$ cat config.mk
export PLATFORM = sky130hd
export DESIGN_NAME = jimmy_out_port_capture_flat
export DESIGN_NICKNAME = d
export VERILOG_FILES = /design/src/rtl/jimmy_out_port_capture_if.sv /design/src/rtl/jimmy_out_port_capture.sv /design/src/flat_wrapper.sv
export SDC_FILE = /design/constraint.sdc
export NUM_CORES = 1
export LEC_CHECK = 0
export ABC_AREA = 0
export ABC_CLOCK_PERIOD_IN_PS = 3100
export BUFFER_PORTS_ARGS = -buffer_cell sky130_fd_sc_hd__buf_2
export CAP_MARGIN = 20
export CORE_MARGIN = 4
export CORE_UTILIZATION = 40
export CTS_CLUSTER_SIZE = 24
export DETAILED_ROUTE_END_ITERATION = 16
export SYNTH_ARGS = -nofsm -noshare
export SYNTH_HDL_FRONTEND = slang
export SYNTH_SLANG_ARGS = --single-unit
$ cat constraint.sdc
create_clock -name jimmy_clk -period 3.1 [get_ports jimmy_clk]
set_clock_uncertainty 0.05 [all_clocks]
set_input_delay 0.775 -clock jimmy_clk [delete_from_list [all_inputs] [get_ports jimmy_clk]]
set_output_delay 0.775 -clock jimmy_clk [all_outputs]
set_load 0.01 [all_outputs]
$ cat src/rtl/jimmy_out_port_capture_if.sv
// rtl/jimmy_out_port_capture_if.sv - capture FIFO head handshake interface
//
// Carries the head entry of the capture FIFO to its consumer.
//   cap_data  : head entry data (DW bits)
//   cap_chan  : head entry channel index
//   cap_valid : head entry present
//   cap_ready : consumer accepts the head entry
// master = capture block (drives head), slave = consumer (drives ready).
interface jimmy_out_port_capture_if #(
    parameter int DW = 8
);
    logic [DW-1:0] cap_data;
    logic [1:0]    cap_chan;
    logic          cap_valid;
    logic          cap_ready;

    modport master (
        output cap_data,
        output cap_chan,
        output cap_valid,
        input  cap_ready
    );

    modport slave (
        input  cap_data,
        input  cap_chan,
        input  cap_valid,
        output cap_ready
    );
endinterface

$ cat src/rtl/jimmy_out_port_capture.sv
// rtl/jimmy_out_port_capture.sv - CPU output-port strobe capture into a FIFO
//
// Captures a CPU output-port write on the falling edge of its strobe and
// queues {channel, data} for a downstream consumer.
//   jimmy_clk   : clock, rising edge
//   reset       : asynchronous active-low reset
//   out_port_0  : CPU output-port data bus
//   out_strobe  : one strobe per port channel
//   cap         : FIFO head handshake (master modport)
//   count       : number of stored entries (0..DEPTH)
//   overflow    : sticky, a capture was dropped while full
//   collision   : sticky, several strobes fell in the same cycle
//   clear_flags : synchronous clear of overflow and collision
module jimmy_out_port_capture #(
    parameter int DEPTH = 8,
    parameter int DW    = 8
) (
    input  logic                       jimmy_clk,
    input  logic                       reset,
    input  logic [DW-1:0]              out_port_0,
    input  logic [3:0]                 out_strobe,
    jimmy_out_port_capture_if.master   cap,
    output logic [$clog2(DEPTH):0]     count,
    output logic                       overflow,
    output logic                       collision,
    input  logic                       clear_flags
);
    localparam int AW = $clog2(DEPTH);
    localparam logic [AW:0] FULL_CNT = (AW+1)'(DEPTH);
    localparam logic [AW:0] CNT_ONE  = (AW+1)'(1);

    logic [3:0]    strb_q;
    logic [3:0]    fall;
    logic [DW-1:0] hold;
    logic [AW-1:0] wr_ptr;
    logic [AW-1:0] rd_ptr;
    logic [DW-1:0] mem_data [DEPTH];
    logic [1:0]    mem_chan [DEPTH];

    logic          push;
    logic [1:0]    push_chan;
    logic          multi_fall;
    logic          valid;
    logic          full;
    logic          pop;
    logic          do_write;
    logic          ovf_set;

    assign fall       = strb_q & ~out_strobe;
    assign push       = |fall;
    // Clearing the lowest set bit leaves something only if two or more fell.
    assign multi_fall = (fall & (fall - 4'd1)) != 4'd0;

    always_comb begin
        push_chan = 2'd0;
        if (fall[0])      push_chan = 2'd0;
        else if (fall[1]) push_chan = 2'd1;
        else if (fall[2]) push_chan = 2'd2;
        else if (fall[3]) push_chan = 2'd3;
    end

    assign valid    = count != '0;
    assign full     = count == FULL_CNT;
    assign pop      = valid & cap.cap_ready;
    // A pop in the same edge frees the slot, so a full FIFO can still accept.
    assign do_write = push & (~full | pop);
    assign ovf_set  = push & full & ~pop;

    assign cap.cap_valid = valid;
    assign cap.cap_data  = valid ? mem_data[rd_ptr] : '0;
    assign cap.cap_chan  = valid ? mem_chan[rd_ptr] : 2'd0;

    always_ff @(posedge jimmy_clk or negedge reset) begin
        if (!reset) begin
            strb_q    <= 4'd0;
            hold      <= '0;
            wr_ptr    <= '0;
            rd_ptr    <= '0;
            count     <= '0;
            overflow  <= 1'b0;
            collision <= 1'b0;
        end else begin
            strb_q <= out_strobe;
            if (|out_strobe) begin
                hold <= out_port_0;
            end
            if (do_write) begin
                wr_ptr <= wr_ptr + 1'b1;
            end
            if (pop) begin
                rd_ptr <= rd_ptr + 1'b1;
            end
            case ({do_write, pop})
                2'b10:   count <= count + CNT_ONE;
                2'b01:   count <= count - CNT_ONE;
                default: count <= count;
            endcase
            // A flag being set this cycle wins over a simultaneous clear.
            overflow  <= ovf_set | (overflow & ~clear_flags);
            collision <= (push & multi_fall) | (collision & ~clear_flags);
        end
    end

    // Storage needs no reset: entries are only visible while count covers them.
    always_ff @(posedge jimmy_clk) begin
        if (do_write) begin
            mem_data[wr_ptr] <= hold;
            mem_chan[wr_ptr] <= push_chan;
        end
    end
endmodule
$ cat src/flat_wrapper.sv
// flat-port wrapper written by rule: the top's interface ports become plain ports
module jimmy_out_port_capture_flat 
#(
    parameter int DEPTH = 8,
    parameter int DW    = 8
)
  (jimmy_clk, reset, out_port_0, out_strobe, count, overflow, collision, clear_flags, cap_cap_data, cap_cap_chan, cap_cap_valid, cap_cap_ready);
  jimmy_out_port_capture_if #(.DW(DW)) cap_i ();
  input  logic jimmy_clk;
  input  logic reset;
  input  logic [DW-1:0] out_port_0;
  input  logic [3:0] out_strobe;
  output logic [$clog2(DEPTH):0] count;
  output logic overflow;
  output logic collision;
  input  logic clear_flags;
  output wire logic [$bits(cap_i.cap_data)-1:0] cap_cap_data;
  output wire logic [$bits(cap_i.cap_chan)-1:0] cap_cap_chan;
  output wire logic [$bits(cap_i.cap_valid)-1:0] cap_cap_valid;
  input wire logic [$bits(cap_i.cap_ready)-1:0] cap_cap_ready;
  assign cap_cap_data = cap_i.cap_data;
  assign cap_cap_chan = cap_i.cap_chan;
  assign cap_cap_valid = cap_i.cap_valid;
  assign cap_i.cap_ready = cap_cap_ready;
  jimmy_out_port_capture #(.DEPTH(DEPTH), .DW(DW)) u_core (.jimmy_clk(jimmy_clk), .reset(reset), .out_port_0(out_port_0), .out_strobe(out_strobe), .cap(cap_i), .count(count), .overflow(overflow), .collision(collision), .clear_flags(clear_flags));
endmodule
==> results.sh, run 1 <==
export IMPL_status="finished, final reports clean"
export IMPL_clockPowerShare_pct=17.8
export IMPL_die_h_um=112
export IMPL_grt_pass1_wl_mm=12.8
export IMPL_port_buffers=32
export IMPL_avgSynthCellArea_sq_um=17.9
export IMPL_grt_overflow=0
export IMPL_post_drt_wl_per_cell_um=18.7
export IMPL_hpwlAfterDp_mm=5.19
export IMPL_critPathTopFamily="multiplexers"
export IMPL_final_nets=309
export IMPL_antenna_found_initial=0
export IMPL_multi_input_area_sq_um=1220
export IMPL_cts_root_buf="clkbuf_8"
export IMPL_initial_core_util_pct=41.4
export IMPL_area_growth_pct=14.0
export IMPL_powerDensity_nw_per_um2=872
export IMPL_cts_tree="yes"
export IMPL_cts_path_max_buffers=2
export IMPL_timing_setup_tns_ps=0
export IMPL_rsz0062_at_grt="no"
export IMPL_grt_util_all_layers_pct=13.9
export IMPL_ff_latch_area_sq_um=3000
export IMPL_crit_path_end_kind="output pin"
export IMPL_clock_sinks=104
export IMPL_vias_per_cell=5.16
export IMPL_antenna_cells=0
export IMPL_post_cts_resized=0
export IMPL_min_period_ps=2690
export IMPL_hold_path_class="primary input to async pin"
export IMPL_grt_max_degree=25
export IMPL_start_kind="flip-flop"
export IMPL_reg2regPathDepth=10
export IMPL_cellLeakagePower_nw=1.78
export IMPL_ys_seq_area_share_pct=70.0
export IMPL_pwr_share_comb_pct=35.1
export IMPL_synth_top_area_share_pct=56.0
export IMPL_synth_area_sq_um=4290
export IMPL_crit_required_ps=2270
export IMPL_fmaxAchievable_mhz=372
export IMPL_cts_hold_buffers=0
export IMPL_clkTransAtPathRegs_ps=90
export IMPL_synthTopCellsByCount="80 x edfxtp_1, 24 x dfrtp_1, 20 x mux4_2, 19 x nor2_1, 11 x mux2i_1"
export IMPL_num_fill_cells=915
export IMPL_synthMostInstantiatedCell="edfxtp_1"
export IMPL_worstReg2RegEnd="u_core.count[1]$_DFFE_PN0P_"
export IMPL_ant_nets=0
export IMPL_worst_slack_ps=415
export IMPL_finalHoldViolations=0
export IMPL_arrival_ps=1860
export IMPL_first_pass_iters=4
export IMPL_crit_type="flip-flop to output pin"
export IMPL_worst_pin_slew_ps=632
export IMPL_cp_num_buf_inv=2
export IMPL_crit_chain="buf_12 -> mux4_2 -> mux2i_1 -> nor2_1 -> buf_2"
export IMPL_syn_inst=240
export IMPL_die_x_um=112
export IMPL_finalMaxSlewViolations=0
export IMPL_timing_slew_headroom_pct=57.7
export IMPL_synth_flop_cell="edfxtp_1"
export IMPL_die_area_sq_um=12400
export IMPL_routed_wl_mm=8.07
export IMPL_vias=2223
export IMPL_drt_first_iter_violations=119
export IMPL_io_pins=33
export IMPL_cp_max_fo=22
export IMPL_gp_congestion=0.729
export IMPL_cts_made_buffers=9
export IMPL_synth_cell_types=39
export IMPL_p_seq_share_pct=47.2
export IMPL_maxCapViolCount=0
export IMPL_clock_latency_ps=360
export IMPL_worstReg2RegStart="u_core.count[2]$_DFFE_PN0P_"
export IMPL_synth_edf_count=80
export IMPL_finalSetupViolations=0
export IMPL_fin_crit_sh_pct=86.6
export IMPL_synth_largest_area_cell="edfxtp_1"
export IMPL_reg2reg_setup_slack_ps=800
export IMPL_cp_slowest_stage_delay_ps=520
export IMPL_dp_slack_ps=600
export IMPL_p_int_mw=2.87
export IMPL_cts_setup_buffers=0
export IMPL_final_util_pct=47.2
export IMPL_synth_area_leaders="edfxtp_1 56%, dfrtp_1 14%, mux4_2 10%"
export IMPL_crit_slowest_cell="mux4_2"
export IMPL_hold_slack_ps=368
export IMPL_synth_seq_cells=104
export IMPL_first_global_vias=2261
export IMPL_drive_gt1_share_pct=32.9
export IMPL_peakVddDrop_mv=0.337
export IMPL_swShare_pct=32.8
export IMPL_async_reset_ff_share_pct=23.1
export IMPL_syn_num_nets=259
export IMPL_cts_htree_levels=3
export IMPL_p_switching_mw=1.40
export IMPL_synth_warnings=0
export IMPL_num_rows=37
export IMPL_coreArea_sq_um=10400
export IMPL_drc=0
-- routing by layer --
| layer | track usage (%) | wire length (um) | vias to the layer above |
|---|---|---|---|
| met5 | 0 | 0 | - |
| met4 | 6.41 | 171 | 0 |
| met3 | 2.50 | 200 | 14 |
| met2 | 23.4 | 4120 | 28 |
| met1 | 17.4 | 3570 | 1143 |
| li1 | - | - | 1038 |
-- flip-flops by register name (all words and copies together) (netlist names) --
name,flops
u_core.rd_ptr,3
u_core.wr_ptr,3
u_core.strb_q,4
u_core.collision,1
u_core.overflow,1
u_core.hold,8
u_core.mem_chan,16
u_core.mem_data,64
u_core.count,4
-- stage by stage --
step,instance area [sq um],std cells,total power [mW]
3_3_place_gp,4720,415,3.55
6_report,4890,431,4.27
3_5_place_dp,4720,415,3.59
2_1_floorplan,4290,240,3.02
4_1_cts,4890,431,4.35
5_1_grt,4890,431,4.56
-- worst register-to-register path, stage by stage (launching register included) --
cell and delay, ps:
dfrtp_1 480, nor4_4 300, buf_4 220, inv_2 80, nand2_2 120, nor2_1 60, xnor2_1 130, ha_1 290
nand3_1 80, mux2_1 310, o311ai_1 90
-- power groups by stage --
stage / Combinational (mW) / Clock, mW / Sequential [mW]
after floorplan: 1.04 / 0 / 1.98
after global placement: 1.52 / 0 / 2.03
after detailed placement: 1.54 / 0 / 2.05
after CTS: 1.54 / 0.785 / 2.02
after global routing: 1.66 / 0.851 / 2.05
final: 1.50 / 0.758 / 2.01
-- worst max path at each step --
| stage | startpoint | end | cells past startpoint | slack, ps |
|---|---|---|---|---|
| floorplan | cap_cap_ready | u_core.mem_chan[0][0]$_DFFE_PP_ | 5 | 290 |
| global placement | out_strobe[2] | u_core.count[1]$_DFFE_PN0P_ | 9 | 670 |
| detailed placement | out_strobe[2] | u_core.count[1]$_DFFE_PN0P_ | 9 | 600 |
| CTS | u_core.rd_ptr[0]$_DFFE_PN0P_ | cap_cap_chan[1] | 5 | 370 |
| global route | u_core.rd_ptr[0]$_DFFE_PN0P_ | cap_cap_data[1] | 5 | 310 |
| finish | u_core.rd_ptr[0]$_DFFE_PN0P_ | cap_cap_chan[1] | 5 | 410 |
-- kinds of logic (layout without fill, tap and decap cells) --
logic type	count (synthesis)	count (layout)	synth area share [%]
DFF	104	104	70.0
and+or+nand+nor	53	53	6.77
muxes	43	43	16.9
buffers and inverters	17	72	1.78
AOI/OAI and AO/OA	14	14	2.42
xor gates and xnor gates	5	5	1.02
adders and majority gates	4	4	1.11
-- final cells by class --
class / instances / share of cell area [%]
multi-input combinational: 119 / 24.9
tap: 136 / 3.48
clock inverter: 4 / 0.614
inverter: 7 / 0.537
timing repair buffer: 49 / 6.14
clock buffer: 12 / 2.97
sequential: 104 / 61.4
-- cells in the final DEF (no fill, tap or decap), types with 2 or more instances in the layout --
master,synthesis,layout
a211oi_1,2,2
buf_2,4,32
buf_4,2,16
clkbuf_1,4,2
clkbuf_8,0,10
dfrtp_1,24,24
edfxtp_1,80,80
ha_1,3,3
inv_1,6,6
mux2_1,3,3
mux2_4,8,8
mux2i_1,11,11
mux4_2,20,20
nand2_1,6,6
nand2b_1,7,7
nand3_1,5,5
nand4_1,2,2
nor2_1,19,19
nor2b_1,2,2
nor3_1,5,5
nor4_4,2,2
o221ai_1,2,2
xnor2_1,5,5
Power figures use the tool's default switching activity.
==> run 2, diff against run 1 <==
--- a/config.mk
+++ b/config.mk
@@ -5,14 +5,15 @@
 export SDC_FILE = /design/constraint.sdc
 export NUM_CORES = 1
 export LEC_CHECK = 0
-export ABC_AREA = 0
+export ABC_AREA = 1
 export ABC_CLOCK_PERIOD_IN_PS = 3100
 export BUFFER_PORTS_ARGS = -buffer_cell sky130_fd_sc_hd__buf_2
 export CAP_MARGIN = 20
 export CORE_MARGIN = 4
-export CORE_UTILIZATION = 40
+export CORE_UTILIZATION = 50
 export CTS_CLUSTER_SIZE = 24
 export DETAILED_ROUTE_END_ITERATION = 16
+export PLACE_DENSITY = 0.68
 export SYNTH_ARGS = -nofsm -noshare
 export SYNTH_HDL_FRONTEND = slang
 export SYNTH_SLANG_ARGS = --single-unit
==> run 2 against run 1 <==
Cell count is 18% higher. Synthesized cell count is 50% higher. Combinational power is 9% higher. Cell area is 2.8% lower. Wire length is 3.6% higher. Worst hold slack worse by 39 ps. Sequential power is 3% lower. Worst setup slack worse by 200 ps. Via count is 23% higher. Die area is 19% lower. Clock-buffer cell count is 3 lower.
==> results.sh, run 2 <==
export IMPL_powerDensity_nw_per_um2=919
export IMPL_cp_max_fo=15
export IMPL_synth_seq_cells=104
export IMPL_maxCapViolCount=0
export IMPL_vias_per_cell=5.37
export IMPL_drt_first_iter_violations=298
export IMPL_finalMaxSlewViolations=0
export IMPL_first_global_vias=2675
export IMPL_placed_cell_area_sq_um=4570
export IMPL_antenna_cells=0
export IMPL_ant_nets=0
export IMPL_grt_pass1_wl_mm=13.8
export IMPL_crit_type="flip-flop to output pin"
export IMPL_cts_path_max_buffers=2
export IMPL_async_reset_ff_share_pct=23.1
export IMPL_die_x_um=100
export IMPL_ff_latch_area_sq_um=3000
export IMPL_cp_num_buf_inv=2
export IMPL_crit_slowest_cell="inv_1"
export IMPL_num_rows=33
export IMPL_synth_area_leaders="edfxtp_1 57%, dfrtp_1 14%, nor2_1 6.4%"
export IMPL_worst_pin_slew_ps=634
export IMPL_fmaxAchievable_mhz=347
export IMPL_syn_inst=359
export IMPL_post_cts_resized=0
export IMPL_start_kind="flip-flop"
export IMPL_timing_setup_tns_ps=0
export IMPL_die_area_sq_um=10000
export IMPL_cts_made_buffers=9
export IMPL_cts_setup_buffers=0
export IMPL_rsz0062_at_grt="no"
export IMPL_synth_flop_cell="edfxtp_1"
export IMPL_timing_slew_headroom_pct=57.7
export IMPL_finalPower_mw=4.37
export IMPL_cts_tree="yes"
export IMPL_grt_busiest_layer="met2"
export IMPL_first_pass_iters=4
export IMPL_die_h_um=100
export IMPL_cts_hold_buffers=0
export IMPL_clkTransAtPathRegs_ps=110
export IMPL_met2_usage_pct=28.2
export IMPL_critPathTopFamily="compound AO/OA/AOI/OAI gates"
export IMPL_syn_num_nets=378
export IMPL_final_common_cell="edfxtp_1"
export IMPL_num_fill_cells=702
export IMPL_cp_slowest_stage_delay_ps=410
export IMPL_reg_top3="u_core.mem_data: 64 flops, u_core.mem_chan: 16 flops, u_core.hold: 8 flops"
export IMPL_gp_congestion=0.822
export IMPL_crit_required_ps=2270
export IMPL_status="finished, final reports clean"
export IMPL_multi_input_area_sq_um=1100
export IMPL_area_growth_pct=11.9
export IMPL_largest_register_ffs=64
export IMPL_synthTopCellsByCount="80 x edfxtp_1, 72 x nor2_1, 50 x o21ai_0, 36 x nand2_1, 24 x dfrtp_1"
export IMPL_crit_path_end_kind="output pin"
export IMPL_antenna_found_initial=0
export IMPL_regMostFlops="u_core.mem_data"
export IMPL_post_drt_wl_per_cell_um=16.4
export IMPL_cts_root_buf="clkbuf_8"
export IMPL_synthMostInstantiatedCell="edfxtp_1"
export IMPL_port_buffers=32
export IMPL_grtUsageMet3_pct=2.43
export IMPL_grt_overflow=0
export IMPL_synth_top_area_share_pct=56.6
export IMPL_synth_warnings=0
export IMPL_synth_largest_area_cell="edfxtp_1"
export IMPL_cellLeakagePower_nw=1.85
export IMPL_coreArea_sq_um=8260
export IMPL_crit_chain="inv_1 -> o21ai_0 -> o22ai_1 -> o21ai_0 -> a31oi_1 -> buf_2"
export IMPL_ys_seq_area_share_pct=70.7
export IMPL_synth_cell_types=27
export IMPL_drc=0
export IMPL_final_nets=418
export IMPL_vias=2735
export IMPL_timing_critical_path_mode_cell="o21ai_0"
export IMPL_hpwlAfterDp_mm=5.46
export IMPL_io_pins=33
export IMPL_cts_htree_levels=3
export IMPL_clock_latency_ps=360
export IMPL_grt_max_degree=43
export IMPL_drive_gt1_share_pct=19.1
export IMPL_mostFrequentLayoutCells="80 x edfxtp_1, 72 x nor2_1, 50 x o21ai_0"
export IMPL_min_period_ps=2890
export IMPL_design_area_sq_um=4750
export IMPL_routed_wl_mm=8.36
export IMPL_synth_edf_count=80
export IMPL_arrival_ps=2060
export IMPL_peakVddDrop_mv=0.561
export IMPL_fin_crit_sh_pct=93.1
export IMPL_grt_util_all_layers_pct=18.1
export IMPL_stdcell_count=509
export IMPL_finalHoldViolations=0
export IMPL_clock_sinks=104
export IMPL_finalSetupViolations=0
export IMPL_hold_path_class="primary input to async pin"
export IMPL_synth_area_sq_um=4250
export IMPL_dp_cells=493
export IMPL_initial_core_util_pct=51.4
export IMPL_avgSynthCellArea_sq_um=11.8
export IMPL_grt_util_met1_pct=26.1
## run 2: cell count changes after synthesis, sizes merged, moves of 8 or more
cell	before	now
mux4	20	0
mux2i	11	0
nand2	7	38
clkbuf	4	12
nor2	19	74
o21ai	1	57
inv	7	21
a31oi	1	10
o22ai	1	10
## run 2: stage by stage
stage	setup slack [ps]	util, %	hold slack (ps)
finish	215	57.6	329
global route	17.2	57.6	359
CTS	160	57.6	347
detailed placement	588	55.3	423
global placement	624	55.3	422
floorplan	780	-	429
## run 2: layout make-up
| type | instances | area share [%] |
|---|---|---|
| multi-input combinational | 218 | 23.1 |
| sequential | 104 | 63.2 |
| clock inverter | 7 | 1.26 |
| inverter | 21 | 1.66 |
| tap | 105 | 2.76 |
| clock buffer | 9 | 2.61 |
| timing repair buffer | 45 | 5.42 |
## run 2: worst reg2reg max path: stages, from the launching register on
cell	delay, ps
dfrtp_1	470
nor3_1	370
nand2_1	160
o21ai_2	120
inv_1	110
nand2_1	130
nor2_1	120
buf_4	200
## run 2: report_power, final
part           internal, mW  switching (mW)  leakage [nW]
Combinational         0.561            1.07         0.734
Sequential             1.81           0.130          1.02
Clock                 0.310           0.484        0.0969
Total                  2.68            1.68          1.85
## run 2: routing by layer
metal  up-vias  routed length (um)
met5         -                   0
met4         0                  95
met3         9                 505
met2        82                4050
met1      1308                3710
li1       1336                   -
## run 2: cells by family after synthesis
logic type | count (synthesis) | share of synthesized area [%]
AO/OA/AOI/OAI | 81 | 10.5
XOR/XNOR | 4 | 0.825
adder cells (fa/ha/maj) | 3 | 0.884
buffers and inverters | 37 | 3.42
flip-flops | 104 | 70.7
multiplexers | 8 | 2.12
AND/OR/NAND/NOR | 122 | 11.5
## run 2: final timing paths
| kind | end | startpoint | slack [ps] | cells after the start |
|---|---|---|---|---|
| setup / recovery | cap_cap_data[5] | u_core.rd_ptr[1]$_DFFE_PN0P_ | 210 | 6 |
| hold / removal | u_core.hold[2]$_DFFE_PN0P_ | reset | 330 | 1 |
| setup reg to reg | u_core.mem_data[3][1]$_DFFE_PP_ | u_core.count[2]$_DFFE_PN0P_ | 1140 | 7 |
| hold reg to reg | u_core.overflow$_DFF_PN0_ | u_core.overflow$_DFF_PN0_ | 450 | 2 |
| max in group asynchronous | u_core.wr_ptr[0]$_DFFE_PN0P_ | reset | 2300 | 1 |
| min in group jimmy_clk | u_core.overflow$_DFF_PN0_ | u_core.overflow$_DFF_PN0_ | 450 | 2 |
==> run 3, diff against run 2 <==
--- a/config.mk
+++ b/config.mk
@@ -9,7 +9,7 @@
 export ABC_CLOCK_PERIOD_IN_PS = 3100
 export BUFFER_PORTS_ARGS = -buffer_cell sky130_fd_sc_hd__buf_2
 export CAP_MARGIN = 20
-export CORE_MARGIN = 4
+export CORE_MARGIN = 2
 export CORE_UTILIZATION = 50
 export CTS_CLUSTER_SIZE = 24
 export DETAILED_ROUTE_END_ITERATION = 16
==> run 3 against run 2 <==
Via count fell by 0.11%. Sequential power barely moved. Sequential cell count did not move. Critical endpoint unchanged. Worst setup slack improved by 37 ps. Wire length fell by 0.36%. Critical path type unchanged. Largest cell class unchanged. Clock-buffer cell count rose by 1. Power fell by 0.35%. Largest power group unchanged. Worst hold slack improved by 16 ps.
==> results.sh, run 3 (synthesis results as in run 2) <==
export IMPL_status="finished, final reports clean"
export IMPL_cp_slowest_stage_delay_ps=390
export IMPL_die_h_um=96.2
export IMPL_cts_setup_buffers=0
export IMPL_crit_type="flip-flop to output pin"
export IMPL_powerDensity_nw_per_um2=913
export IMPL_drive_gt1_share_pct=19.2
export IMPL_worstReg2RegEnd="u_core.mem_data[5][3]$_DFFE_PP_"
export IMPL_critPathTopFamily="buffers and inverters"
export IMPL_met2_usage_pct=33.2
export IMPL_cts_tree="yes"
export IMPL_finalSetupViolations=0
export IMPL_cts_made_buffers=9
export IMPL_dp_slack_ps=628
export IMPL_post_cts_resized=0
export IMPL_io_pins=33
export IMPL_fin_crit_sh_pct=91.9
export IMPL_crit_required_ps=2270
export IMPL_mostFrequentLayoutCells="80 x edfxtp_1, 72 x nor2_1, 50 x o21ai_0"
export IMPL_cp_num_buf_inv=4
export IMPL_ant_nets=0
export IMPL_reg_top3="u_core.mem_data: 64 flops, u_core.mem_chan: 16 flops, u_core.hold: 8 flops"
export IMPL_drc=0
export IMPL_coreArea_sq_um=8220
export IMPL_hold_path_class="primary input to async pin"
export IMPL_vias=2732
export IMPL_num_fill_cells=668
export IMPL_antenna_found_initial=0
export IMPL_cts_root_buf="clkbuf_8"
export IMPL_timing_slew_headroom_pct=48.4
export IMPL_clock_latency_ps=350
export IMPL_first_global_vias=2705
export IMPL_cts_hold_buffers=0
export IMPL_crit_path_end_kind="output pin"
export IMPL_die_x_um=96.2
export IMPL_area_growth_pct=12.2
export IMPL_post_drt_wl_per_cell_um=16.3
export IMPL_final_common_cell="edfxtp_1"
export IMPL_cp_max_fo=26
export IMPL_grt_util_all_layers_pct=20.5
export IMPL_initial_core_util_pct=51.7
export IMPL_crit_chain="buf_4 -> inv_1 -> buf_4 -> o21ai_0 -> o22ai_1 -> o21ai_0 -> a31oi_1 -> buf_2"
export IMPL_grtUsageMet3_pct=2.82
export IMPL_crit_slowest_cell="dfrtp_1"
export IMPL_finalMaxSlewViolations=0
export IMPL_min_period_ps=2850
export IMPL_finalPower_mw=4.35
export IMPL_fmaxAchievable_mhz=351
export IMPL_worst_slack_ps=251
export IMPL_gp_congestion=0.799
export IMPL_finalHoldViolations=0
export IMPL_final_util_pct=58.0
export IMPL_die_area_sq_um=9250
export IMPL_reg2regPathDepth=7
export IMPL_first_pass_iters=4
export IMPL_rsz0062_at_grt="no"
export IMPL_reg2reg_setup_slack_ps=1200
export IMPL_grt_pass1_wl_mm=13.9
export IMPL_grt_util_met1_pct=29.1
export IMPL_vias_per_cell=5.35
export IMPL_grt_overflow=0
export IMPL_placed_cell_area_sq_um=4580
export IMPL_worst_pin_slew_ps=774
export IMPL_start_kind="flip-flop"
export IMPL_clkTransAtPathRegs_ps=100
export IMPL_num_rows=33
export IMPL_arrival_ps=2020
export IMPL_drt_first_iter_violations=216
export IMPL_routed_wl_mm=8.33
export IMPL_largest_register_ffs=64
export IMPL_peakVddDrop_mv=0.529
export IMPL_antenna_cells=0
export IMPL_grt_busiest_layer="met2"
export IMPL_cellLeakagePower_nw=1.85
export IMPL_cts_htree_levels=3
export IMPL_timing_setup_tns_ps=0
export IMPL_final_nets=420
export IMPL_design_area_sq_um=4760
export IMPL_hpwlAfterDp_mm=5.74
export IMPL_regMostFlops="u_core.mem_data"
export IMPL_maxCapViolCount=0
export IMPL_grt_max_degree=31
export IMPL_clock_sinks=104
export IMPL_worstReg2RegStart="u_core.count[2]$_DFFE_PN0P_"
export IMPL_port_buffers=32
export IMPL_cts_path_max_buffers=2
## run 3: worst reg2reg max path, cell delays in order, from the launching register on
cell and delay (ps):
dfrtp_1 460, nor3_1 360, nand2_1 150, o21ai_2 120, inv_1 110, nand2_1 130, nor2_1 100, buf_4 190
## run 3: worst max-delay path by stage
| stage | from | endpoint | cells after the start |
|---|---|---|---|
| finish | u_core.rd_ptr[0]$_DFFE_PN0P_ | cap_cap_data[5] | 8 |
| global route | u_core.rd_ptr[0]$_DFFE_PN0P_ | cap_cap_data[5] | 8 |
| CTS | u_core.rd_ptr[0]$_DFFE_PN0P_ | cap_cap_data[5] | 8 |
| detailed placement | u_core.rd_ptr[0]$_DFFE_PN0P_ | cap_cap_data[5] | 8 |
| global placement | u_core.rd_ptr[0]$_DFFE_PN0P_ | cap_cap_data[5] | 8 |
| floorplan | out_strobe[2] | u_core.mem_chan[4][0]$_DFFE_PP_ | 6 |
## run 3: through the flow
| stage | hold slack [ps] | std cells |
|---|---|---|
| after floorplan | 429 | 359 |
| after global placement | 416 | 495 |
| after detailed placement | 427 | 495 |
| after CTS | 347 | 511 |
| after global routing | 367 | 511 |
| final | 345 | 511 |
## run 3: area by class of cell
type,count,area [sq um],share of cell area [%]
Inverter,21,78.8,1.65
Timing Repair Buffer,47,273,5.72
Clock buffer,10,128,2.68
Tap cell,105,131,2.76
Multi-Input combinational cell,218,1100,23.1
Clock inverter,6,52.6,1.10
Sequential cell,104,3000,63.0
## run 3: layer usage
| layer | share of wire, % | routed length, um |
|---|---|---|
| met1 | 46 | 3820 |
| met2 | 49 | 4060 |
| met3 | 4.5 | 376 |
| met4 | 0.86 | 72 |
| met5 | 0 | 0 |
## run 3: report_power, final
group	switching (mW)	total [mW]	leakage, nW	internal [mW]
Clock	0.461	0.764	0.0850	0.304
Combinational	1.07	1.64	0.744	0.574
Sequential	0.129	1.94	1.02	1.81
Total	1.66	4.35	1.85	2.69
